[src/rtl/synth_voice.sv]
// Single synthesizer voice: phase accumulator, five waveforms, and an attack/sustain/release envelope.
// Optional PWM LFO on the pulse threshold is enabled by defining SYNTH_VOICE_PWM_LFO_EN.
module synth_voice #(
  parameter int ACC_W = 28,
  parameter int INC_W = 18
) (
  input  logic             clk,
  input  logic             rst,
  input  logic [INC_W-1:0] increment,
  input  logic             sync,
  input  logic [2:0]       wave_sel,
  input  logic [15:0]      pulsewidth,
  input  logic             gate,
  input  logic             env_tick,
  input  logic [15:0]      attack_rate,
  input  logic [15:0]      release_rate,
  output logic [15:0]      out,
  output logic [15:0]      env_level,
  output logic [1:0]       env_state,
  output logic             active
);

  typedef enum logic [1:0] {
    IDLE    = 2'd0,
    ATTACK  = 2'd1,
    SUSTAIN = 2'd2,
    RELEASE = 2'd3
  } env_state_t;

  env_state_t    state;
  logic [ACC_W:0] acc;
  logic [ACC_W:0] acc_next;
  logic [15:0]   lfsr;
  logic [15:0]   phase;
  logic [15:0]   tri_wave;
  logic [15:0]   eff_pw;
  logic [15:0]   wave;
  logic [31:0]   product;
  logic [16:0]   att_sum;

  always_comb begin
    acc_next = acc + {{(ACC_W + 1 - INC_W){1'b0}}, increment};
    phase    = acc[ACC_W-1 -: 16];
    tri_wave = acc[ACC_W-1] ? ~acc[ACC_W-2 -: 16] : acc[ACC_W-2 -: 16];
    att_sum  = {1'b0, env_level} + {1'b0, attack_rate};
  end

`ifdef SYNTH_VOICE_PWM_LFO_EN
  logic [23:0] lfo;
  logic [12:0] lfo_tri;
  logic [16:0] pw_sum;

  always_ff @(posedge clk) begin
    if (rst) lfo <= '0;
    else     lfo <= lfo + 24'd1;
  end

  // Triangle-shaped LFO offset added to the threshold, saturating instead of wrapping
  always_comb begin
    lfo_tri = lfo[23] ? ~lfo[22:10] : lfo[22:10];
    pw_sum  = {1'b0, pulsewidth} + {4'b0, lfo_tri};
    eff_pw  = pw_sum[16] ? 16'hFFFF : pw_sum[15:0];
  end
`else
  always_comb eff_pw = pulsewidth;
`endif

  always_comb begin
    case (wave_sel)
      3'd0:    wave = phase;
      3'd1:    wave = (phase < eff_pw) ? 16'hFFFF : 16'h0000;
      3'd2:    wave = tri_wave;
      3'd3:    wave = {16{acc[ACC_W]}};
      3'd4:    wave = lfsr;
      default: wave = 16'h0000;
    endcase
    product = wave * env_level;
  end

  // The noise register steps on each rising edge of the phase MSB
  always_ff @(posedge clk) begin
    if (rst) begin
      acc  <= '0;
      lfsr <= 16'hACE1;
      out  <= 16'h0000;
    end else begin
      acc <= sync ? '0 : acc_next;
      if (!acc[ACC_W-1] && !sync && acc_next[ACC_W-1])
        lfsr <= {1'b0, lfsr[15:1]} ^ (lfsr[0] ? 16'hB400 : 16'h0000);
      out <= product[31:16];
    end
  end

  // Gate transitions take priority; a tick only steps the level in the current state
  always_ff @(posedge clk) begin
    if (rst) begin
      state     <= IDLE;
      env_level <= 16'h0000;
    end else begin
      case (state)
        IDLE: if (gate) state <= ATTACK;
        ATTACK:
          if (!gate) state <= RELEASE;
          else if (env_tick) begin
            if (att_sum >= 17'h0FFFF) begin
              env_level <= 16'hFFFF;
              state     <= SUSTAIN;
            end else begin
              env_level <= att_sum[15:0];
            end
          end
        SUSTAIN: begin
          env_level <= 16'hFFFF;
          if (!gate) state <= RELEASE;
        end
        RELEASE:
          if (gate) state <= ATTACK;
          else if (env_tick) begin
            if (release_rate >= env_level) begin
              env_level <= 16'h0000;
              state     <= IDLE;
            end else begin
              env_level <= env_level - release_rate;
            end
          end
        default: state <= IDLE;
      endcase
    end
  end

  assign env_state = state;
  assign active    = (state != IDLE);

endmodule

[config.mk]
export PLATFORM = sky130hd
export DESIGN_NAME = synth_voice
export DESIGN_NICKNAME = d
export VERILOG_FILES = /design/src/rtl/synth_voice.sv
export SDC_FILE = /design/constraint.sdc
export NUM_CORES = 1
export LEC_CHECK = 0
export BUFFER_PORTS_ARGS = -buffer_cell sky130_fd_sc_hd__buf_2
export CAP_MARGIN = 20
export CORE_UTILIZATION = 30
export DETAILED_ROUTE_END_ITERATION = 8
export SYNTH_ARGS = -nofsm -noshare
export SYNTH_HDL_FRONTEND = slang
export SYNTH_SLANG_ARGS = --single-unit
[constraint.sdc]
create_clock -name clk -period 11.55 [get_ports clk]
set_clock_uncertainty 0.2 [all_clocks]
set_input_delay 2.31 -clock clk [delete_from_list [all_inputs] [get_ports clk]]
set_output_delay 2.31 -clock clk [all_outputs]
set_load 0.02 [all_outputs]
==> key figures, run 1 <==
Clock tree
  • Insertion delay of the later-clocked pin in the worst-skew pair: 360 ps
  • Post-cts hold buffer count: 0
  • Clock root buffer: clkbuf_16
  • Post-cts sizing count: 0
  • Number of levels the H-tree was split into: 3
  • Post-CTS clock slew at the launch and capture registers of the worst setup and hold paths: 60 ps
  • Number of buffers created by CTS: 9
  • Setup bufs post-CTS: 0
  • Longest Clk Path Bufs: 2
  • CTS tree: done
  • Sink Count: 79

Timing
  • Time the worst path needs with I/O delays and setup: 10290 ps
  • Total count of hold-check failures in the final report: 0
  • Pins Over Slew Limit: 0
  • Slew margin rel.: 20.2%
  • Final worst path period share: 89.1%
  • Final setup TNS: 0 ps
  • RSZ-0062 raised after global routing: no
  • Least-Margin Pin Slew: 1200 ps
  • Worst setup slack after layout: 1260 ps
  • Setup-failing EPs final: 0
  • Achievable frequency: 97.2 MHz

Setup path
  • CP peak stage delay: 600 ps
  • Arr. time, crit path: 10340 ps
  • Most frequent CP cell: fa_1
  • Required time of the critical path: 11600 ps
  • Maximum fanout count along the critical path: 15
  • Critical path capture point type: register
  • Setup CP Type: input pin to register
  • Slowest stage cell on the critical path: a311oi_1
  • CP Launch Type: input pin
  • Worst-case register-to-register setup slack: 2790 ps

Floorplanning
  • Die width: 224 um
  • Area of the core: 0.0480 mm2
  • Number of rows created at floorplan: 80
  • Num ports: 109
  • Die H: 224 um
  • Initial standard-cell utilization of the core: 30.6%
  • Overall die area: 0.0500 mm2

Status
  • Result of the run: finished clean

Detailed routing
  • Final ANT Viol Nets: 0
  • Number of remaining DRC errors: 0
  • Ratio of routed vias to standard cells: 5.08
  • Routed len/inst: 17.4 um
  • Number of iterations in the first detailed-routing pass: 7
  • Number of vias after detailed routing: 12500
  • Total Wirelength: 42600 um
  • Number of DRC markers after the initial detailed-route iteration: 827

Synth
  • Post-synthesis cell count: 1749
  • Most used flip-flop cell after synthesis: dfxtp_1
  • Number of synthesized flops with an enable pin: 0
  • Synth Area per Inst: 8.42 um2
  • Sequential-to-total area share from yosys stat: 10.7%
  • Post-synthesis instance area: 0.0147 mm2
  • Number of unique standard cell types used by synthesis: 73
  • Top cells by area in the synthesized netlist: fa_1 (27%), ha_1 (15%), dfxtp_1 (11%), inv_1 (7.3%), and2_1 (5.2%)
  • Post-synth top area cell: fa_1
  • Post-Synthesis Net Count: 2191
  • Top-area cell type share of the netlist area: 26.7%
  • Proportion of synthesized flip-flops having asynchronous set or reset: 0%
  • Synthesis Warnings: 0
  • Number of flip-flops and latches in the synthesized netlist: 79

Pwr
  • Maximum resistive drop on vdd: 0.000171 V
  • Switching component of the power: 2.32 mW
  • Sequential share of power: 10.8%
  • Final Total Pwr: 4.12 mW
  • Switching fraction of total power: 56.2%
  • Power density over cell area: 252 mW/mm2
  • Internal power component: 1.81 mW
  • Clock Power Share: 7.1%
  • Static leakage: 8.17 nW
  • Part of the total power dissipated in combinational logic: 82.1%

Finish
  • Design area: 0.0164 mm2
  • Number of inserted filler cells in the final layout: 5024
  • Most used cells in the layout excluding fill and tap cells: inv_1 (287), fa_1 (196), nand2_1 (173), ha_1 (172), and2_1 (122)
  • Cell Count, Final, Fillers Out: 2453
  • Final-stage net count: 2276
  • Fraction of layout cells with a size suffix above 1: 10.0%
  • Sequential cell area in the final layout: 0.00158 mm2
  • Area delta synth->final: 11.1%
  • Commonest non-fill, non-tap cell in the layout: inv_1
  • Combined area of the multi-input logic cells: 0.0118 mm2

Placed design
  • Total half-perimeter wirelength after legalization and detailed placement: 33100 um
  • Cell area after placement: 0.0160 mm2
  • Worst slack at placement: 940 ps
  • IO buf count: 108
  • Routability congestion estimate: 0.925
  • Placed Instances: 2435

Min path
  • Type of the tightest min-delay check: register to register

Flow run
  • Number of maximum-capacitance violations: 0

GRT
  • Initial antenna violation count: 2
  • Global route overflow: 0
  • First-pass GRT wire length: 69200 um
  • Pin count of the biggest net entering global routing: 64
  • Global-route total usage across every layer: 17.6%
  • Number of global-route vias before repair: 12800
==> power groups by stage <==
stage / Clock (mW) / Sequential, mW / Combinational (mW)
floorplan: 0 / 0.454 / 2.40
global placement: 0 / 0.447 / 3.29
detailed placement: 0 / 0.450 / 3.35
CTS: 0.302 / 0.444 / 3.38
global route: 0.312 / 0.452 / 3.83
finish: 0.292 / 0.445 / 3.39
==> worst max-delay path, delay by kind of cell <==
family          cells  cell delay [ps]
simple gates        3              460
buf+inv             7              590
fa+ha+maj           8             3600
mux                 1              280
compound gates     11             3100
==> synth_stat cells, types with 12 or more instances <==
library cell	count
xnor2_1	42
and2_1	122
nor3_1	26
nor2_1	95
a211oi_1	24
nand2b_1	17
a21o_1	44
nand3_1	24
clkbuf_1	63
o21a_1	21
inv_1	287
nand2_1	173
nor2b_1	14
o221ai_1	12
or3_1	13
mux2i_1	33
o21ai_0	45
ha_1	172
xor2_1	15
fa_1	196
a21oi_1	81
dfxtp_1	79
nand4_1	13
==> registers in the layout, indices dropped and copies added, names as in the netlist <==
register   flops
env_state      2
out           16
lfsr          16
acc           29
env_level     16
==> kinds of logic (layout without fill, tap and decap cells) <==
group | count (synthesis) | count (layout) | share of synthesized area [%]
buffers and inverters | 355 | 443 | 9.09
other | 0 | 1 | 0
xor gates and xnor gates | 57 | 57 | 3.39
DFF | 79 | 79 | 10.7
muxes | 37 | 37 | 2.57
adders and majority gates | 368 | 368 | 41.3
and+or+nand+nor | 541 | 541 | 18.4
AOI/OAI and AO/OA | 312 | 312 | 14.5
==> per-stage QoR <==
step	utilization (%)	hold WS (ps)
3_5_place_dp	33.4	277
2_1_floorplan	-	252
4_1_cts	34.0	287
5_1_grt	34.0	308
3_3_place_gp	33.3	269
6_report	34.0	302
==> metal layers <==
layer  wire, um  global-route usage (%)  up-vias
li1           -                       -     5921
met1      19700                    23.8     6164
met2      19700                    29.1      330
met3       2420                    2.99       47
met4        802                    4.26        0
met5          0                       0        -
==> path summary, 6_finish.rpt <==
check	from	endpoint	cells past startpoint
hold / removal	acc[28]	acc[28]	2
setup / recovery	pulsewidth[5]	out[15]	30
hold reg to reg	acc[28]	acc[28]	2
setup reg to reg	acc[18]	out[15]	28
==> area by class of cell <==
| type | count | share of cell area (%) |
|---|---|---|
| Timing Repair Buffer | 142 | 4.96 |
| Clock inverter | 4 | 0.344 |
| Inverter | 287 | 6.59 |
| Tap cell | 615 | 4.71 |
| Antenna cell | 1 | 0.0153 |
| Clock buffer | 10 | 1.40 |
| Sequential cell | 79 | 9.67 |
| Multi-Input combinational cell | 1315 | 72.3 |
(Power assumes the default switching activity.)
==> run 2: changes to the inputs <==
--- a/config.mk
+++ b/config.mk
@@ -5,10 +5,12 @@
 export SDC_FILE = /design/constraint.sdc
 export NUM_CORES = 1
 export LEC_CHECK = 0
+export ABC_AREA = 1
 export BUFFER_PORTS_ARGS = -buffer_cell sky130_fd_sc_hd__buf_2
 export CAP_MARGIN = 20
 export CORE_UTILIZATION = 30
 export DETAILED_ROUTE_END_ITERATION = 8
+export REMOVE_ABC_BUFFERS = 1
 export SYNTH_ARGS = -nofsm -noshare
 export SYNTH_HDL_FRONTEND = slang
 export SYNTH_SLANG_ARGS = --single-unit
==> key figures, run 2 <==
Min path
  • Hold depth: 2 (unchanged)
  • Type of the tightest min-delay check: register to register (unchanged)
  • Worst hold endpoint: lfsr[1] (was acc[28])
  • Launch point of the worst hold path: lfsr[1] (was acc[28])

Pwr
  • Maximum resistive drop on vdd: 0.0000802 V (was 0.000171 V)
  • Final Total Pwr: 2.44 mW (was 4.12 mW)
  • Static leakage: 8.37 nW (was 8.17 nW)
  • Power density over cell area: 150 mW/mm2 (was 252 mW/mm2)

Synth
  • Synthesis Warnings: 0 (unchanged)
  • Post-synth top area cell: fa_1 (unchanged)
  • Most used flip-flop cell after synthesis: dfxtp_1 (unchanged)
  • Post-synth top cells: nand2_1 (433), inv_1 (413), nor2_1 (217), fa_1 (196), ha_1 (172) (was inv_1 (287), fa_1 (196), nand2_1 (173), ha_1 (172), and2_1 (122))
  • Top cells by area in the synthesized netlist: fa_1 (27%), ha_1 (15%), nand2_1 (11%), dfxtp_1 (11%), inv_1 (11%) (was fa_1 (27%), ha_1 (15%), dfxtp_1 (11%), inv_1 (7.3%), and2_1 (5.2%))
  • Synth Area per Inst: 7.17 um2 (was 8.42 um2)
  • Number of flip-flops and latches in the synthesized netlist: 79 (unchanged)
  • Proportion of synthesized flip-flops having asynchronous set or reset: 0% (unchanged)
  • Post-synthesis instance area: 0.0148 mm2 (was 0.0147 mm2)
  • Post-synthesis cell count: 2059 (was 1749)
  • Number of unique standard cell types used by synthesis: 53 (was 73)
  • Top-area cell type share of the netlist area: 26.6% (was 26.7%)
  • Number of synthesized flops with an enable pin: 0 (unchanged)
  • Sequential-to-total area share from yosys stat: 10.7% (about the same)
  • Library cell with the highest instance count after synthesis: nand2_1 (was inv_1)

Clock tree
  • Clock root buffer: clkbuf_16 (unchanged)
  • Sink Count: 79 (unchanged)
  • Post-cts hold buffer count: 0 (unchanged)
  • Longest Clk Path Bufs: 2 (unchanged)
  • Number of levels the H-tree was split into: 3 (unchanged)
  • CTS tree: done (unchanged)
  • Insertion delay of the later-clocked pin in the worst-skew pair: 370 ps (was 360 ps)
  • Number of buffers created by CTS: 9 (unchanged)
  • Post-CTS clock slew at the launch and capture registers of the worst setup and hold paths: 70 ps (was 60 ps)
  • Setup bufs post-CTS: 0 (unchanged)
  • Post-cts sizing count: 0 (unchanged)

Floorplanning
  • Initial standard-cell utilization of the core: 30.7% (was 30.6%)
  • Die H: 224 um (about the same)
  • Area of the core: 0.0481 mm2 (was 0.0480 mm2)
  • Overall die area: 0.0501 mm2 (was 0.0500 mm2)
  • Number of rows created at floorplan: 80 (unchanged)
  • Num ports: 109 (unchanged)
  • Die width: 224 um (about the same)

Detailed routing
  • Number of DRC markers after the initial detailed-route iteration: 870 (was 827)
  • Ratio of routed vias to standard cells: 4.91 (was 5.08)
  • Number of remaining DRC errors: 0 (unchanged)
  • Final ANT Viol Nets: 0 (unchanged)
  • Number of iterations in the first detailed-routing pass: 5 (was 7)
  • Total Wirelength: 45700 um (was 42600 um)
  • Number of vias after detailed routing: 13800 (was 12500)
  • Routed len/inst: 16.3 um (was 17.4 um)

GRT
  • Pin count of the biggest net entering global routing: 39 (was 64)
  • GR Util met2: 31.7% (was 29.1%)
  • Global-route track usage on met1: 24.8% (was 23.8%)
  • Global route overflow: 0 (unchanged)
  • Busiest grt layer: met2 (unchanged)
  • First-pass GRT wire length: 74400 um (was 69200 um)
  • Number of global-route vias before repair: 13900 (was 12800)
  • Initial antenna violation count: 0 (was 2)
  • Routing usage on met3: 3.40% (was 2.99%)
  • Global-route total usage across every layer: 19.1% (was 17.6%)

Timing
  • Final worst path period share: 80.9% (was 89.1%)
  • Achievable frequency: 107 MHz (was 97.2 MHz)
  • Final setup TNS: 0 ps (unchanged)
  • Slew margin rel.: 28.8% (was 20.2%)
  • Least-Margin Pin Slew: 1070 ps (was 1200 ps)
  • RSZ-0062 raised after global routing: no (unchanged)
  • Worst setup slack after layout: 2210 ps (was 1260 ps)
  • Pins Over Slew Limit: 0 (unchanged)
  • Setup-failing EPs final: 0 (unchanged)
  • Hold Slack: 272 ps (was 302 ps)
  • Time the worst path needs with I/O delays and setup: 9340 ps (was 10290 ps)
  • Total count of hold-check failures in the final report: 0 (unchanged)

Placed design
  • Routability congestion estimate: 0.939 (was 0.925)
  • Worst slack at placement: 1970 ps (was 940 ps)
  • Total half-perimeter wirelength after legalization and detailed placement: 37700 um (was 33100 um)
  • Cell area after placement: 0.0160 mm2 (about the same)
  • Placed Instances: 2785 (was 2435)
  • IO buf count: 108 (unchanged)

Setup path
  • Critical path origin: wave_sel[2] (was pulsewidth[5])
  • Most frequent CP cell: fa_1 (unchanged)
  • CP Launch Type: input pin (unchanged)
  • Endpoint of the worst register-to-register path: out[14] (was out[15])
  • Worst-case register-to-register setup slack: 3680 ps (was 2790 ps)
  • Launch instance of the worst register-to-register path: acc[27] (was acc[18])
  • Maximum fanout count along the critical path: 11 (was 15)
  • Depth of the worst register-to-register path: 29 (was 28)
  • CP peak stage delay: 550 ps (was 600 ps)
  • Critical path capture point type: register (unchanged)
  • Required time of the critical path: 11610 ps (was 11600 ps)
  • Setup CP Type: input pin to register (unchanged)
  • Arr. time, crit path: 9400 ps (was 10340 ps)
  • Slowest stage cell on the critical path: fa_1 (was a311oi_1)

Finish
  • Final-stage net count: 2582 (was 2276)
  • Reg with most FFs: acc (unchanged)
  • Core utilization of the finished layout: 33.8% (was 34.0%)
  • Number of inserted filler cells in the final layout: 5215 (was 5024)
  • Commonest non-fill, non-tap cell in the layout: nand2_1 (was inv_1)
  • Design area: 0.0163 mm2 (was 0.0164 mm2)
  • Count of inserted antenna diode cells: 0 (was 1)
  • Fraction of layout cells with a size suffix above 1: 7.60% (was 10.0%)
  • Max reg flops: 29 (unchanged)
  • Cell Count, Final, Fillers Out: 2801 (was 2453)
  • Area delta synth->final: 10.3% (was 11.1%)
  • Most used cells in the layout excluding fill and tap cells: nand2_1 (433), inv_1 (413), nor2_1 (217), fa_1 (196), ha_1 (172) (was inv_1 (287), fa_1 (196), nand2_1 (173), ha_1 (172), and2_1 (122))

Flow run
  • Number of maximum-capacitance violations: 0 (unchanged)

Status
  • Result of the run: finished clean (unchanged)
-- run 2: changes by cell type in the layout (fill, tap and decap cells not counted), sizes merged, moves of 44 or more --
| cell | previous run | this run |
|---|---|---|
| inv | 288 | 421 |
| nand2 | 173 | 437 |
| and2 | 122 | 4 |
| o21ai | 50 | 107 |
| nor2 | 95 | 218 |
| nand3 | 24 | 68 |
| a21oi | 81 | 152 |
-- run 2: critical path: cells and delay by family --
kind / cells / cell delay, ps
AO/OA/AOI/OAI: 5 / 1240
buffers and inverters: 6 / 880
AND/OR/NAND/NOR: 9 / 1480
adder cells (fa/ha/maj): 7 / 3490
-- run 2: worst max path at each step --
| stage | slack [ps] | depth (start not counted) | endpoint |
|---|---|---|---|
| after floorplan | 3190 | 30 | out[14] |
| after global placement | 1870 | 27 | out[14] |
| after detailed placement | 1970 | 27 | out[14] |
| after CTS | 2320 | 27 | out[14] |
| after global routing | 1820 | 26 | out[14] |
| final | 2210 | 27 | out[14] |
-- run 2: layout make-up --
cell class              count  area, um2  area share [%]
clock buffers              12        246            1.51
clock inverters             4       52.6           0.323
inverters                 429       1610            9.90
multi-input cells        1507      11400            69.9
flip-flops and latches     79       1580            9.71
well taps                 656        821            5.04
repair buffers            114        586            3.60
-- run 2: kinds of logic after synthesis --
kind of cell    synth area share [%]
compound gates                  13.4
xor+xnor                        1.25
fa+ha+maj                       41.2
buf+inv                         12.2
flops                           10.7
simple gates                    21.3
-- run 2: power by group --
| group | total [mW] | leakage [nW] | switching, mW | internal, mW |
|---|---|---|---|---|
| clock network | 0.310 | 0.148 | 0.135 | 0.175 |
| registers | 0.419 | 0.646 | 0.102 | 0.317 |
| logic | 1.71 | 7.58 | 1.12 | 0.589 |
| total | 2.44 | 8.37 | 1.36 | 1.08 |
-- run 2: routing by layer --
metal	part of all wire [%]	vias up
met5	0	-
li1	-	6637
met1	44	6604
met3	6.3	81
met2	46	438
met4	3.2	0
